`config.mk`:
```
export PLATFORM = sky130hd
export DESIGN_NAME = xc_malu_divrem_iter
export DESIGN_NICKNAME = d
export VERILOG_FILES = /design/src/rtl/xc_malu_divrem_iter.sv
export SDC_FILE = /design/constraint.sdc
export NUM_CORES = 1
export LEC_CHECK = 0
export BUFFER_PORTS_ARGS = -buffer_cell sky130_fd_sc_hd__clkbuf_2
export CAP_MARGIN = 20
export CELL_PAD_IN_SITES_DETAIL_PLACEMENT = 0
export CELL_PAD_IN_SITES_GLOBAL_PLACEMENT = 2
export CORE_MARGIN = 4
export CORE_UTILIZATION = 36
export DETAILED_ROUTE_END_ITERATION = 10
export PLACE_DENSITY_LB_ADDON = 0.1
export SLEW_MARGIN = 10
export SYNTH_ARGS = -nofsm -noshare
export SYNTH_HDL_FRONTEND = slang
export SYNTH_SLANG_ARGS = --single-unit
```
`constraint.sdc`:
```
create_clock -name clock -period 4.35 [get_ports clock]
set_input_delay 0.87 -clock clock [delete_from_list [all_inputs] [get_ports clock]]
set_output_delay 0.87 -clock clock [all_outputs]
set_load 0.01 [all_outputs]
```
`src/rtl/xc_malu_divrem_iter.sv`:
```
// xc_malu_divrem_iter: iterative restoring divider/remainder, STEP quotient bits per cycle,
// with RISC-V divide-by-zero and signed-overflow results produced by the datapath itself.
module xc_malu_divrem_iter #(
    parameter int XLEN = 32,
    parameter int STEP = 1,
    parameter int CW   = $clog2(XLEN / STEP) + 1
) (
    input  logic            clock,
    input  logic            resetn,
    input  logic            valid,
    input  logic            op_signed,
    input  logic            flush,
    input  logic [XLEN-1:0] rs1,
    input  logic [XLEN-1:0] rs2,
    output logic            busy,
    output logic            done,
    output logic [XLEN-1:0] quotient,
    output logic [XLEN-1:0] remainder
);
    localparam int N = XLEN / STEP;

    generate
        if ((STEP != 1 && STEP != 2 && STEP != 4) || (XLEN % STEP) != 0 || XLEN < 8 || (XLEN % 2) != 0) begin : g_bad_params
            $error("xc_malu_divrem_iter: illegal XLEN/STEP combination");
        end
    endgenerate

    typedef enum logic [1:0] {IDLE, RUN, FIX, DONE} state_t;

    state_t          state, state_n;
    logic [CW-1:0]   cnt;
    logic [XLEN-1:0] part, dvd, dvs, part_n, dvd_n, abs1, abs2;
    logic [XLEN+1:0] trial;
    logic            neg_q, neg_r, accept, last;

    // Magnitudes wrap in XLEN bits, so the most negative value maps to itself.
    assign abs1   = (op_signed && rs1[XLEN-1]) ? -rs1 : rs1;
    assign abs2   = (op_signed && rs2[XLEN-1]) ? -rs2 : rs2;
    assign last   = cnt == CW'(N - 1);
    assign accept = state == IDLE && state_n == RUN;

    always_comb begin
        state_n = state;
        case (state)
            IDLE: state_n = valid ? RUN : IDLE;
            RUN:  state_n = !valid ? IDLE : (last ? FIX : RUN);
            FIX:  state_n = valid ? DONE : IDLE;
            DONE: state_n = valid ? DONE : IDLE;
        endcase
        if (flush)
            state_n = IDLE;
    end

    // Dividend bits shift out of dvd's MSB while quotient bits shift into its LSB.
    always_comb begin
        part_n = part;
        dvd_n  = dvd;
        trial  = '0;
        for (int i = 0; i < STEP; i++) begin
            trial  = {1'b0, part_n, dvd_n[XLEN-1]} - {2'b00, dvs};
            part_n = trial[XLEN+1] ? {part_n[XLEN-2:0], dvd_n[XLEN-1]} : trial[XLEN-1:0];
            dvd_n  = {dvd_n[XLEN-2:0], ~trial[XLEN+1]};
        end
    end

    always_ff @(posedge clock or negedge resetn) begin
        if (!resetn) begin
            state     <= IDLE;
            busy      <= 1'b0;
            done      <= 1'b0;
            quotient  <= '0;
            remainder <= '0;
            cnt       <= '0;
            part      <= '0;
            dvd       <= '0;
            dvs       <= '0;
            neg_q     <= 1'b0;
            neg_r     <= 1'b0;
        end else begin
            state <= state_n;
            busy  <= state_n == RUN || state_n == FIX;
            done  <= state_n == DONE;
            if (accept) begin
                part  <= '0;
                dvd   <= abs1;
                dvs   <= abs2;
                neg_q <= op_signed && (rs1[XLEN-1] != rs2[XLEN-1]) && (|rs2);
                neg_r <= op_signed && rs1[XLEN-1];
                cnt   <= '0;
            end else if (state == RUN) begin
                part <= part_n;
                dvd  <= dvd_n;
                cnt  <= cnt + CW'(1);
            end
            if (state == FIX && state_n == DONE) begin
                quotient  <= neg_q ? -dvd : dvd;
                remainder <= neg_r ? -part : part;
            end
        end
    end
endmodule
```
==> summary.txt <==
Min path
  • Worst Hold Class: in -> async

Logic synthesis
  • Xor/xnor share of the synthesized area: 0.115
  • Adder-cell share of the synthesized area: 0.0461
  • Fraction of registers with async set/reset: 1.00
  • Largest family of logic cells by synthesized area: compound AO/OA/AOI/OAI gates
  • Avg Inst Size Synth: 8.36 um^2
  • Post-synthesis mux area share: 0.0237
  • Syn. warnings: 0
  • Post-Syn Area: about 0.011 mm^2
  • Synth Area in Compound Gates: 0.201
  • Post-synth EDFFs: 0
  • Syn Inst Count: approximately 1300
  • Ys flop type: dfrtp_1
  • Simple-Gate Fraction of Synth Area: 0.183
  • Netlist cell types: 54
  • Syn nets: 1427
  • Seq/Total Area, Yosys: 0.390
  • Yosys reg bits: 172

STA
  • Final Setup Violations: 0
  • Skew final: around 0.018 ns
  • Actual slew at the worst max-slew pin: 0.966 ns
  • Slew headroom: 0.356
  • Max-slew violation count: 0
  • Final period util: 0.812
  • Hold Vio Cnt, Final: 0
  • Setup repair after global routing missed its margin: no
  • Period minus WS final: 3.53 ns
  • Setup slack after layout: 0.816 ns
  • TNS Setup: 0 ns
  • Highest Clock Rate: approximately 280 MHz

Drt
  • Vias per inst: ~5.2
  • Routed Antenna Nets: 0
  • Aggregate routed wire length: 30900 um
  • Drt drc: 0
  • Avg WL per Cell: approximately 17 um
  • Iteration-0 DRC Markers: 571
  • DRT Pass-1 Iters: 5
  • Vias: roughly 9500

CTS
  • Hold-fix buffers at CTS: 0
  • CTS buffer count: 17
  • CTS tree: done
  • Clk pin slew, worst setup/hold paths: 0.07 ns
  • Post-cts sizing count: 0
  • Clock tree buffer depth: 2
  • Clk sinks: approximately 170
  • H-tree Lvls: 4
  • CTS root buffer: clkbuf_16
  • Setup bufs post-CTS: 0
  • Clock Latency Late Sink: 0.44 ns

Global route
  • Initial antenna violation count: 0
  • Remaining global-route overflow: 0
  • Pin count of the biggest net entering global routing: 78
  • All-Layer GR Usage: 0.184
  • First-pass GRT wire length: 49900 um
  • Vias in the first global route: just under 9000

Critical path
  • Setup crit end kind: flip-flop
  • CP bufs+invs: 1
  • Slowest CP cell: or4_4
  • CP Class: in -> reg
  • CP arrival: 3.82 ns
  • RR Startpoint: part[3]
  • Worst path required time: 4.64 ns
  • Top delay family on crit path: simple AND/OR/NAND/NOR gates
  • Crit-path most repeated cell: or4_4
  • CP Launch Type: input pin
  • CP startpoint: rs1[1]
  • Crit-path cells: clkbuf_2 -> or4_4 -> or4b_4 -> or4_4 -> nor3_4 -> nand2_2 -> or4_4 -> o41ai_2 -> xor2_1 -> a21oi_1
  • Crit-path max FO: 4
  • Slowest Stage Delay on Critical Path: approximately 0.57 ns

Placed design
  • Pre-CTS setup slack: 0.353 ns
  • Port bufs: 134
  • Post-detail-place hpwl: 23500 um
  • Gpl congestion: 0.836

Floorplanning
  • Placeable Area: around 0.030 mm^2
  • Chip height: 183 um
  • Boundary Pins: approximately 140
  • Rows: 63
  • Die X-Extent: 183 um
  • Die area: around 0.033 mm^2
  • Initial Utilization: 0.368

Cells and area
  • Nets: 1533
  • Area grow syn2layout: 15.4%
  • # fillers: 3128
  • Most frequent cells in the layout: nand2_1 (220), o21ai_0 (186), dfrtp_1 (172)
  • Most common cell after layout, fill and taps aside: nand2_1
  • Ant. Diodes: 0
  • Post-route core utilization: 0.425
  • Share of layout cells above drive strength 1: 0.141

Power
  • Leak: 5.83 nW
  • Power density cells: 542 mW/mm^2
  • Worst VDD drop: 301 uV

Run status
  • Outcome: finished, final reports clean

Flow run
  • Max cap viols: 0
-- synthesized netlist by cell type, drive strengths merged (3+ instances only) --
master	count	area (um^2)
nand2	222	836
o21ai	186	931
dfrtp	172	4300
xor2	85	744
nor2	69	259
a21oi	68	340
xnor2	60	526
clkbuf	58	218
inv	53	199
ha	39	488
a31oi	34	213
nand3	30	150
mux2i	25	250
o31ai	23	173
or4	21	170
a21o	16	120
nand2b	15	93.8
nor3	15	86.3
o41ai	14	130
nor4	12	75.1
or3	12	76.3
and3	8	50.1
buf	8	30.0
nand4	7	43.8
nor2b	7	43.8
a211oi	6	45.0
o21bai	5	37.5
or2	5	31.3
and2	4	25.0
nor3b	4	30.0
o211ai	4	30.0
o22ai	4	25.0
a21boi	3	22.5
o211a	3	30.0
o21a	3	22.5
-- worst reg2reg max path: stages, from the launching register on --
cell       delay, ns
dfrtp_1         0.47
ha_1            0.38
a21o_1          0.21
or3_1           0.34
o211a_1         0.26
o2111ai_1       0.20
nand2_1         0.13
a41oi_1         0.43
o211a_1         0.45
nor2_1          0.20
a221o_1         0.33
-- registers in the layout, summed over array words and instances (netlist names) --
register,count
neg_r,1
dvs,32
neg_q,1
busy,1
dvd,32
part,32
cnt,6
quotient,32
done,1
state,2
remainder,32
-- stage by stage --
| stage | power, W | instance area, um^2 | std cells | hold WS [ns] |
|---|---|---|---|---|
| final | 0.00689 | 12700 | 1827 | 0.447 |
| after global routing | 0.00744 | 12700 | 1827 | 0.502 |
| after CTS | 0.00694 | 12700 | 1827 | 0.469 |
| after detailed placement | 0.00540 | 12100 | 1795 | 0.471 |
| after global placement | 0.00539 | 12100 | 1795 | 0.461 |
| after floorplan | 0.00450 | 11000 | 1318 | 0.450 |
-- final cells by class --
| cell class | count | area [um^2] | share of cell area |
|---|---|---|---|
| multi-input combinational | 1027 | 6280 | 0.494 |
| sequential | 172 | 4300 | 0.338 |
| timing repair buffer | 153 | 870 | 0.0684 |
| tap | 390 | 488 | 0.0384 |
| clock buffer | 19 | 443 | 0.0348 |
| inverter | 53 | 199 | 0.0156 |
| clock inverter | 13 | 129 | 0.0101 |
-- metal layers --
metal | vias to the layer above | part of all wire | track usage
met1 | 4385 | 0.56 | 0.311
met3 | 16 | 0.045 | 0.0309
li1 | 4854 | - | -
met5 | - | 0 | 0
met2 | 197 | 0.38 | 0.242
met4 | 0 | 0.0073 | 0.0358
-- power breakdown --
group	internal [W]	total [W]	switching, W
Clock	0.000775	0.00151	0.000733
Sequential	0.00184	0.00228	0.000433
Combinational	0.00133	0.00311	0.00177
-- path summary, 6_finish.rpt --
path	end	slack (ns)	cells after the start
worst min register to register	quotient[4]	0.48	2
worst min-delay path	remainder[11]	0.45	1
min in group clock	quotient[4]	0.48	2
max in group asynchronous	quotient[8]	3.02	2
worst max register to register	dvd[0]	0.86	10
worst max-delay path	dvd[29]	0.82	10
-- cell families after synthesis --
family / Yosys count
compound gates: 380
xor+xnor: 145
fa+ha+maj: 40
buf+inv: 119
flops: 172
mux: 26
simple gates: 436
Note: power is estimated with default switching activity, not from simulation.
